[config.mk]
export PLATFORM = sky130hd
export DESIGN_NAME = msgpass_raddr_gen
export DESIGN_NICKNAME = d
export VERILOG_FILES = /design/src/rtl/msgPass_config_pkg.sv /design/src/rtl/msgpass_base_table.sv /design/src/rtl/msgpass_raddr_gen.sv
export SDC_FILE = /design/constraint.sdc
export NUM_CORES = 1
export LEC_CHECK = 0
export ABC_AREA = 1
export ABC_CLOCK_PERIOD_IN_PS = 3000
export CAP_MARGIN = 10
export CORE_UTILIZATION = 30
export CTS_CLUSTER_DIAMETER = 30
export DETAILED_ROUTE_END_ITERATION = 16
export PLACE_DENSITY_LB_ADDON = 0.12
export SLEW_MARGIN = 20
export SYNTH_ARGS = -nofsm -noshare
export SYNTH_HDL_FRONTEND = slang
export SYNTH_SLANG_ARGS = --single-unit
[constraint.sdc]
create_clock -name sys_clk -period 3 [get_ports sys_clk]
set_input_delay 0.6 -clock sys_clk [delete_from_list [all_inputs] [get_ports sys_clk]]
set_output_delay 0.6 -clock sys_clk [all_outputs]
set_load 0.01 [all_outputs]
[src/rtl/msgPass_config_pkg.sv]
// Shared configuration for the message-pass read-address generator:
// FSM state encoding, default geometry and DRC flag positions.
package msgPass_config_pkg;

  typedef enum logic [1:0] {
    ST_IDLE = 2'd0,
    ST_RUN  = 2'd1,
    ST_DONE = 2'd2
  } raddr_state_e;

  localparam int ADDR_W_DEF   = 8;
  localparam int OFS_W_DEF    = 6;
  localparam int BASE_NUM_DEF = 4;
  localparam int DRC_NUM_DEF  = 2;
  localparam int DRC_STEP_DEF = 2;

  // Bit of is_drc_i that selects the strided (DRC1) offset increment.
  localparam int DRC1_IDX = 1;

endpackage

[src/rtl/msgpass_base_table.sv]
// Base-address register file: one synchronous write port, combinational read.
// Zero latency on read, a write is visible the cycle after it is issued; no backpressure.
module msgpass_base_table #(
  parameter int ADDR_W   = 8,
  parameter int BASE_NUM = 4
) (
  input  logic                        sys_clk,
  input  logic                        rstn,
  input  logic                        wr_en_i,
  input  logic [$clog2(BASE_NUM)-1:0] wr_idx_i,
  input  logic [ADDR_W-1:0]           wr_data_i,
  input  logic [$clog2(BASE_NUM)-1:0] rd_idx_i,
  output logic [ADDR_W-1:0]           rd_data_o
);

  logic [ADDR_W-1:0] mem_q [BASE_NUM];

  always_ff @(posedge sys_clk or negedge rstn) begin
    if (!rstn) begin
      for (int i = 0; i < BASE_NUM; i++) begin
        mem_q[i] <= '0;
      end
    end else if (wr_en_i) begin
      mem_q[wr_idx_i] <= wr_data_i;
    end
  end

  // A read in the same cycle as a write to that entry returns the old value.
  assign rd_data_o = mem_q[rd_idx_i];

endmodule

[src/rtl/msgpass_raddr_gen.sv]
// Burst read-address generator: base + stepped offset, one address per handshake.
// First address valid the cycle after start; addr_o holds while addr_ready_i is low.
module msgpass_raddr_gen
  import msgPass_config_pkg::*;
#(
  parameter int ADDR_W   = ADDR_W_DEF,
  parameter int OFS_W    = OFS_W_DEF,
  parameter int BASE_NUM = BASE_NUM_DEF,
  parameter int DRC_NUM  = DRC_NUM_DEF,
  parameter int DRC_STEP = DRC_STEP_DEF
) (
  input  logic                        sys_clk,
  input  logic                        rstn,
  input  logic                        start_i,
  input  logic                        stop_i,
  input  logic [$clog2(BASE_NUM)-1:0] base_sel_i,
  input  logic [OFS_W-1:0]            len_i,
  input  logic [DRC_NUM-1:0]          is_drc_i,
  input  logic                        base_wr_en_i,
  input  logic [$clog2(BASE_NUM)-1:0] base_wr_idx_i,
  input  logic [ADDR_W-1:0]           base_wr_data_i,
  output logic [ADDR_W-1:0]           addr_o,
  output logic                        addr_valid_o,
  input  logic                        addr_ready_i,
  output logic                        busy_o,
  output logic                        done_o
);

  raddr_state_e       state_q, state_d;
  logic [ADDR_W-1:0]  base_q, base_d;
  logic [OFS_W-1:0]   offset_q, offset_d;
  logic [OFS_W:0]     remaining_q, remaining_d;
  logic [OFS_W-1:0]   step_q, step_d;
  logic [ADDR_W-1:0]  addr_q, addr_d;
  logic [ADDR_W-1:0]  tbl_rd_data;
  logic [OFS_W-1:0]   offset_next;
  logic               unused_drc;

  msgpass_base_table #(
    .ADDR_W   (ADDR_W),
    .BASE_NUM (BASE_NUM)
  ) u_base_table (
    .sys_clk   (sys_clk),
    .rstn      (rstn),
    .wr_en_i   (base_wr_en_i),
    .wr_idx_i  (base_wr_idx_i),
    .wr_data_i (base_wr_data_i),
    .rd_idx_i  (base_sel_i),
    .rd_data_o (tbl_rd_data)
  );

  // Only the DRC1 flag changes addressing; other flags are accepted but unused.
  assign unused_drc  = ^is_drc_i;
  assign offset_next = offset_q + step_q;

  always_comb begin
    state_d     = state_q;
    base_d      = base_q;
    offset_d    = offset_q;
    remaining_d = remaining_q;
    step_d      = step_q;
    addr_d      = addr_q;
    unique case (state_q)
      ST_IDLE: begin
        if (start_i && !stop_i) begin
          state_d     = ST_RUN;
          base_d      = tbl_rd_data;
          offset_d    = '0;
          remaining_d = (len_i == '0) ? {1'b1, {OFS_W{1'b0}}} : {1'b0, len_i};
          step_d      = is_drc_i[DRC1_IDX] ? OFS_W'(DRC_STEP) : OFS_W'(1);
          addr_d      = tbl_rd_data;
        end
      end
      ST_RUN: begin
        if (stop_i) begin
          state_d = ST_IDLE;
        end else if (addr_ready_i) begin
          offset_d    = offset_next;
          remaining_d = remaining_q - (OFS_W + 1)'(1);
          // The final address stays on addr_o through DONE and IDLE.
          if (remaining_q == (OFS_W + 1)'(1)) begin
            state_d = ST_DONE;
          end else begin
            addr_d = base_q + ADDR_W'(offset_next);
          end
        end
      end
      ST_DONE: state_d = ST_IDLE;
      default: state_d = ST_IDLE;
    endcase
  end

  always_ff @(posedge sys_clk or negedge rstn) begin
    if (!rstn) begin
      state_q     <= ST_IDLE;
      base_q      <= '0;
      offset_q    <= '0;
      remaining_q <= '0;
      step_q      <= '0;
      addr_q      <= '0;
    end else begin
      state_q     <= state_d;
      base_q      <= base_d;
      offset_q    <= offset_d;
      remaining_q <= remaining_d;
      step_q      <= step_d;
      addr_q      <= addr_d;
    end
  end

  assign addr_o       = addr_q;
  assign addr_valid_o = (state_q == ST_RUN);
  assign busy_o       = (state_q == ST_RUN) || (state_q == ST_DONE);
  assign done_o       = (state_q == ST_DONE);

endmodule

Yosys cells after proc, flatten, opt, wreduce, memory -nomap -nowiden
Index checks and enable logic that the tools add are counted.
- add/subtract/negate cells: 3
- magnitude comparators: 3
- equal/unequal tests: 9
- mux-type cells: 26
- bitwise gates (word level): 2
- reduce and logical (&&, ||, !) cells: 11
- operator list (operator ; count):
    $mux 8 ; 7
    $bwmux 32 ; 1
    $mux 7 ; 4
    $mux 6 ; 3
    $bmux 8 s2 ; 1
    $demux 8 s2 ; 1
    $pmux 8 s2 ; 1
    $pmux 7 s2 ; 1
    $pmux 6 s2 ; 1
    $mux 2 ; 5
    $add 8x6->8 ; 1
    $eq 7x1->1 const B ; 1
    $sub 7x1->7 const B ; 1
    $add 6x6->6 ; 1
    $ge 3x3->1 const B ; 2
    $logic_not 6->1 ; 1
    $ne 2x2->1 const B ; 3
    $ne 3x2->1 const B ; 2
    $not 2->3 ; 2
    $reduce_and 5->1 ; 1
    $pmux 2 s2 ; 1
    $reduce_and 4->1 ; 1
    $lt 3x1->1 const B ; 1
    $reduce_and 3->1 ; 1
    other kinds (9) ; 10
- bits in registers: 69
- input bits: 26
- logic and storage cells: 64

Depth between registers and ports, before layout
Gate-level depths: netlist (run 1).
- depth in word-level cells: 6
- mapped depth: 15
- mapped depth without buffers: 15

Cells and area by module
From an unflattened synthesis (run 1), not the netlist that was laid out.
- cell total of the unflattened synthesis: 511
- area, all modules: 3923.8 um^2
- modules (own cells, without submodules) (module ; times used ; cells an instance ; area each (um^2)):
    msgpass_raddr_gen ; 1 ; 276 ; 2138.3
    msgpass_base_table ; 1 ; 235 ; 1785.5

Worst setup path before layout (run 1)
OpenSTA, ideal clock, no wires.
- path kind: flip-flop to flip-flop
- start: register offset_q[0]
- end: register addr_q[7] (netlist: addr_o[7])
- library setup time: 116 ps
- data arrival time: 2136 ps
- slack: 748 ps
- cell stages (with the launch flop): 15
- buffers on the path: 0
- clock period less this slack: 2252 ps
- cell sequence: dfrtp_1 -> ha_1 -> fa_1 -> nand3_1 -> xor2_1 -> inv_1 -> ha_1 -> nand2_1 -> nand2_1 -> a21oi_1 -> nand2_1 -> nand2_1 -> nand3_1 -> nand2_1 -> nand2_1
- cells in the longest elaborated chain, start to end: 6
- RTL lines (element ; line ; source):
    start, declared ; msgpass_raddr_gen.sv:31 ; logic [OFS_W-1:0] offset_q, offset_d;
    start signal, assigned ; msgpass_raddr_gen.sv:104 ; offset_q <= offset_d;
    $add 6x6->6 ; msgpass_raddr_gen.sv:54 ; assign offset_next = offset_q + step_q;
    $add 8x6->8 ; msgpass_raddr_gen.sv:84 ; addr_d = base_q + ADDR_W'(offset_next);
    $mux 8 ; msgpass_raddr_gen.sv:81 ; if (remaining_q == (OFS_W + 1)'(1)) begin
    $mux 8 ; msgpass_raddr_gen.sv:77 ; end else if (addr_ready_i) begin
    $mux 8 ; msgpass_raddr_gen.sv:75 ; if (stop_i) begin
    $pmux 8 s2 ; msgpass_raddr_gen.sv:63 ; unique case (state_q)
    end signal, assigned ; msgpass_raddr_gen.sv:107 ; addr_q <= addr_d;
    end, declared ; msgpass_raddr_gen.sv:34 ; logic [ADDR_W-1:0] addr_q, addr_d;
Every way passes these cells. The select of a mux whose other input is x is not followed.
A chain may end at the register's enable or synchronous reset.

Worst setup path in the final report (run 1)
- start: register state_q[1]
- end: output port addr_valid_o
- cells in the longest elaborated chain, start to end: 1
- RTL lines (element ; line ; source):
    start, declared ; msgpass_raddr_gen.sv:29 ; raddr_state_e state_q, state_d;
    start signal, assigned ; msgpass_raddr_gen.sv:102 ; state_q <= state_d;
    $eq 2x1->1 ; msgpass_raddr_gen.sv:112 ; assign addr_valid_o = (state_q == ST_RUN);
    end, declared ; msgpass_raddr_gen.sv:23 ; output logic addr_valid_o,
Every way passes these cells.

==> metrics, run 1 <==
largest family of logic cells by synthesized area=simple AND/OR/NAND/NOR gates; M1 WL=3.83 mm; endpoint of the lowest-slack register-to-register path=addr_o[5]; type of the tightest min-delay check=in2async; root buffer cell=clkbuf_16; aggregate negative setup slack=0 ps; Post-CTS Hold Buffers=0; initial standard-cell utilization of the core=0.307; number of gates resized after CTS=0; Clock Latency Late Sink=330 ps; Max-Cap Viols=0; CP Launch Type=flop; worst setup slack for register-to-register paths=580 ps; via count normalized by instance count=4.58; share of synthesized area occupied by flip-flops and latches=0.465; critical path, cell by cell=inv_1, ha_1, buf_4, clkdlybuf4s50_1; FP Rows=39; area share of and/or/nand/nor cells after synthesis=0.274; met3 wirelength from detailed routing=266 um; Reg clk slew, reported paths=60 ps; critical path type=reg2out; first-pass GRT wire length=13.9 mm; placed cell area=0.00399 mm2; uppermost metal layer occupied by signal nets=met4; CP endpoint kind=primary output; DIE AREA=0.0121 mm2; post-route fraction of the period consumed by the critical path=0.814; share of the synthesized netlist area taken by xor and xnor gates=0.0100; remaining routing DRC violations=0; number of antenna-violating nets in the routed design=0; wire length per cell after detailed routing=12.8 um; Critical Path Max Stage Delay=580 ps; TritonCTS clock tree=yes; Critical Path RT=2400 ps; relative slew slack=0.583; source of the worst register-to-register timing path=offset_q[0]; Worst Hold Slack=220 ps; worst setup skew after layout=10.3 ps; Data arrival, critical path=1840 ps; area delta synth->final=21.8%; highest fanout seen on the critical path=20; amount of wire on met2 after detailed routing=4.05 mm; via count of the routed design=2956; clock tree sinks=65; final core utilization=0.373; share of post-route cells with drive strength above 1=0.0596; PortBufs=35; RSZ-0062 raised after global routing=no; share of the synthesized area in compound gates (AO/OA/AOI/OAI)=0.120; die width=110 um; Least-Margin Pin Slew=624 ps; power per unit of standard cell area=875 mW/mm2; Cell variety after synth=29; Max Clock Freq=409 MHz; H-tree level count=3; cell area after synthesis=0.00350 mm2; post-layout net count=541; number of primary I/O pins=37; Inserted Clock Buffers=9; antenna diode instance count=0; number of warnings issued by yosys=0; overall routed net length=8.25 mm; 1st-iter DRT viols=162; number of endpoints failing setup at the final stage=0; TritonRoute pass-1 iters=4; buffer depth of the longest clock path=2; floorplan die height=110 um; worst-case vdd ir drop=0.317 mV; initial antenna violation count=0; Final Wtd Congestion=0.776; total congestion overflow=0; final worst path period need=2440 ps; summed area of non-filler cells in the final layout=0.00426 mm2; largest net degree at the start of global routing=28; fillcell total=1249; post-detail-place hpwl=5.91 mm; Total GRT Usage=0.154; number of global-route vias before repair=2940; hold violation count in the final report=0; setup bufs post-CTS=0; depth of the worst register-to-register path=11; post-synthesis average cell area=7.56 um2; status=complete, no violations; cell with the largest stage delay on the worst path=clkdlybuf4s50_1; Synth Instances=463; post-synthesis net count=505; placeable core region=0.0114 mm2; multiplexer area fraction after synthesis=0; Leakage Power=2.16 nW; fraction of the mapped netlist area in adder cells=0.0615; number of max-slew violations in the final report=0; number of register bits inferred by synthesis=65
-- cell type report --
| type | instances | area (um2) | area share |
|---|---|---|---|
| Clock buffer | 9 | 225 | 0.0528 |
| Clock inverter | 6 | 45.0 | 0.0106 |
| Inverter | 46 | 175 | 0.0411 |
| Multi-Input combinational cell | 337 | 1630 | 0.382 |
| Sequential cell | 65 | 1630 | 0.382 |
| Tap cell | 143 | 179 | 0.0420 |
| Timing Repair Buffer | 40 | 383 | 0.0898 |
-- state kept, by name, summed over array words and instances, names as in the netlist --
name / count
addr_o: 8
offset_q: 6
remaining_q: 7
state_q: 2
step_q: 2
u_base_table.mem_q: 32
base_q: 8
-- cell usage after synthesis --
cell type	number	area share
inv_2	2	0.0021
clkbuf_2	1	0.0014
o21ai_1	3	0.0043
clkbuf_1	7	0.0075
nand2_1	180	0.19
o21a_1	2	0.0043
nand2_2	1	0.0018
dfrtp_1	65	0.46
nand2_4	1	0.0032
inv_1	43	0.046
o31ai_1	1	0.0021
nand3_1	20	0.029
nor2_4	1	0.0032
o21ai_0	55	0.079
nor2_1	25	0.027
o211ai_1	6	0.013
fa_1	2	0.011
or2_2	3	0.0054
ha_1	14	0.050
nand4_1	1	0.0018
nand3b_1	2	0.0043
buf_2	4	0.0057
o21bai_1	1	0.0021
nor3_1	4	0.0057
xor2_1	4	0.010
buf_1	2	0.0021
inv_4	1	0.0018
buf_6	1	0.0032
a21oi_1	11	0.016
-- stage by stage --
stage | power (mW) | cells | setup slack, ps
after floorplan | 2.34 | 463 | 748
after global placement | 2.80 | 631 | 569
after detailed placement | 2.82 | 631 | 547
after CTS | 3.81 | 646 | 529
after global routing | 4.10 | 646 | 271
final | 3.73 | 646 | 558
-- logic make-up (layout without fill, tap and decap cells) --
kind of cell / Yosys count / count (layout)
AND/OR/NAND/NOR: 238 / 238
AO/OA/AOI/OAI: 79 / 79
flip-flops: 65 / 65
buffers and inverters: 61 / 101
adder cells (fa/ha/maj): 16 / 16
XOR/XNOR: 4 / 4
-- worst max-delay path, delay by kind of cell, from the launching register on --
| family | cells | cell delay, ps |
|---|---|---|
| fa+ha+maj | 1 | 190 |
| buf+inv | 3 | 950 |
| flops | 1 | 370 |
-- power by group --
part / switching, mW / internal (mW)
registers: 0.158 / 1.14
logic: 0.896 / 0.589
clock network: 0.394 / 0.556
-- routing by layer --
metal,up-vias,GRT usage
li1,1534,-
met1,1370,0.183
met2,43,0.272
met3,9,0.0376
met4,0,0.0457
met5,-,0
-- worst max-delay path by stage --
stage | endpoint | cells past startpoint | from | slack [ps]
floorplan | addr_o[7] | 14 | offset_q[0] | 750
global placement | addr_o[7] | 14 | offset_q[0] | 570
detailed placement | addr_o[3] | 8 | base_sel_i[0] | 550
CTS | addr_valid_o | 4 | state_q[1] | 530
global route | addr_o[7] | 14 | step_q[0] | 270
finish | addr_valid_o | 4 | state_q[1] | 560
-- placed cells by master, fill, tap and decap left out, drive strengths merged --
master         synthesis  layout
a21oi                 11      11
buf                    7       6
clkbuf                 8       9
clkdlybuf4s50          0      34
clkinv                 0       2
clkinvlp               0       3
dfrtp                 65      65
fa                     2       2
ha                    14      14
inv                   46      47
nand2                182     182
nand3                 20      20
nand3b                 2       2
nand4                  1       1
nor2                  26      26
nor3                   4       4
o211ai                 6       6
o21a                   2       2
o21ai                 58      58
o21bai                 1       1
o31ai                  1       1
or2                    3       3
xor2                   4       4
No activity file was read; power rests on OpenSTA's default activity.
==> run 2, diff against run 1 <==
ABC_CLOCK_PERIOD_IN_PS = 2300   (was 3000)
clock period = 2.3 ns   (was 3 ns; I/O delays follow)
==> run 2 against run 1 <==
Net effect:
- power up 41%
- count of clock-buffer cells in the layout stayed put
- first-iteration DRC count down 3.7%
- clock power increased by 37%
- sequential share of layout area is 2.1 points lower
- critical path depth grew 7
- sequential power increased by 33%
- via count increased by 1.6%
- clock skew shrank 4.5 ps
==> metrics, run 2 (synthesis results as in run 1) <==
placed cell area=0.00410 mm2 (+2.8%); TritonRoute pass-1 iters=4 (unchanged); DIE AREA=0.0121 mm2 (unchanged); Data arrival, critical path=2460 ps (+620 ps); aggregate negative setup slack=0 ps (unchanged); antenna diode instance count=0 (unchanged); most frequent cells in the layout=175 x nand2_1, 65 x dfrtp_1, 52 x o21ai_0; placeable core region=0.0114 mm2 (unchanged); highest fanout seen on the critical path=4 (-80%); Leakage Power=2.25 nW (+4.4%); TritonCTS clock tree=yes; flip-flop count of the largest register, all copies and words added=32 (unchanged); Max Clock Freq=448 MHz; number of primary I/O pins=37 (unchanged); type of the tightest min-delay check=in2async; RSZ-0062 raised after global routing=yes; post-route fraction of the period consumed by the critical path=0.971; Cell Count, Final, Fillers Out=660 (+2.2%); Reg clk slew, reported paths=50 ps (about the same); die width=110 um (unchanged); Worst Hold Slack=128 ps (-92.4 ps); largest net degree at the start of global routing=27 (-3.6%); floorplan die height=110 um (unchanged); hold violation count in the final report=0 (unchanged); via count of the routed design=3004 (+1.6%); worst-case vdd ir drop=0.567 mV (+79%); fillcell total=1227 (-1.8%); first-pass GRT wire length=14.4 mm (+3.7%); H-tree level count=3 (unchanged); Max-Cap Viols=0 (unchanged); 1st-iter DRT viols=156 (-3.7%); buffer depth of the longest clock path=2 (unchanged); post-detail-place hpwl=6.04 mm (+2.2%); number of max-slew violations in the final report=0 (unchanged); area delta synth->final=28.7%; relative slew slack=0.604 (+0.0213); CP endpoint kind=flop; number of global-route vias before repair=2988 (+1.6%); clock tree sinks=65 (unchanged); critical path type=reg2reg; post-layout net count=557 (+3.0%); Worst Setup Slack, final=67.2 ps (-491 ps); final core utilization=0.395 (+0.0213); overall routed net length=8.55 mm (+3.6%); status=complete, no violations; initial standard-cell utilization of the core=0.307 (unchanged); Critical Path RT=2530 ps (+130 ps); Power, Total=5.24 mW (+41%); share of post-route cells with drive strength above 1=0.120 (+0.0603); power per unit of standard cell area=1160 mW/mm2 (+33%); number of antenna-violating nets in the routed design=0 (unchanged); worst slack at placement=-89.0 ps (-636 ps); Final Wtd Congestion=0.785 (+1.2%); remaining routing DRC violations=0 (unchanged); Total GRT Usage=0.162 (+0.00835); worst setup skew after layout=5.78 ps (-4.48 ps); FP Rows=39 (unchanged); number of endpoints failing setup at the final stage=0 (unchanged); instance count after placement with tap cells included=644 (+2.1%); initial antenna violation count=0 (unchanged); leading cell type in the layout, fill and taps excluded=nand2_1; register containing the most flip-flops in the final layout=u_base_table.mem_q; PortBufs=35 (unchanged); via count normalized by instance count=4.55 (-0.53%); Inserted Clock Buffers=9 (unchanged); final worst path period need=2230 ps; Least-Margin Pin Slew=594 ps (-30.2 ps); Clock Latency Late Sink=340 ps (about the same); root buffer cell=clkbuf_16; total congestion overflow=0 (unchanged); summed area of non-filler cells in the final layout=0.00451 mm2 (+5.7%); CP Launch Type=flop; wire length per cell after detailed routing=12.9 um (+1.4%); Post-CTS Hold Buffers=0 (unchanged)
run 2: layer usage:
layer | routed length [um] | share of wire | up-vias | track usage
met5 | 0 | 0 | - | 0
met4 | 143 | 0.017 | 0 | 0.0571
met3 | 326 | 0.038 | 12 | 0.0523
met2 | 4150 | 0.49 | 35 | 0.275
met1 | 3930 | 0.46 | 1388 | 0.192
li1 | - | - | 1569 | -
run 2: repair_timing:
action,CTS,global route
endpoints found under the setup margin,6,6
gates resized for setup,7,18
gates cloned,0,0
pin swaps,1,13
setup buffers,0,3
run 2: area by class of cell:
type	count	area, um2	area share
multi-input combinational	337	1730	0.385
sequential	65	1630	0.361
timing repair buffer	56	519	0.115
clock buffer	9	225	0.0500
tap	143	179	0.0397
inverter	46	175	0.0389
clock inverter	4	47.5	0.0106
run 2: worst max-delay path, cell delays in order, from the launching register on:
cell and delay [ps]:
dfrtp_1 380, ha_2 200, fa_2 370, xor2_2 170, ha_1 340, or2_4 260
nand3b_1 110, nand2_1 60, nand2_1 50, nand3_1 60, nand2_1 80, nand2_1 50
run 2: worst paths after layout:
| kind | start | end | slack, ps | cells past startpoint |
|---|---|---|---|---|
| worst max-delay path | step_q[0] | addr_o[5] | 70 | 11 |
| worst min-delay path | rstn | step_q[1] | 130 | 1 |
| worst max register to register | step_q[0] | addr_o[5] | 70 | 11 |
| worst min register to register | u_base_table.mem_q[31] | u_base_table.mem_q[31] | 480 | 2 |
| max in group asynchronous | rstn | base_q[4] | 1540 | 2 |
| min in group sys_clk | u_base_table.mem_q[31] | u_base_table.mem_q[31] | 480 | 2 |
run 2: report_power, final:
group	switching (mW)	leakage [nW]	internal, mW	total [mW]
Sequential	0.224	0.819	1.48	1.71
Clock	0.481	0.133	0.815	1.30
Combinational	1.27	1.30	0.967	2.24
Total	1.98	2.25	3.26	5.24
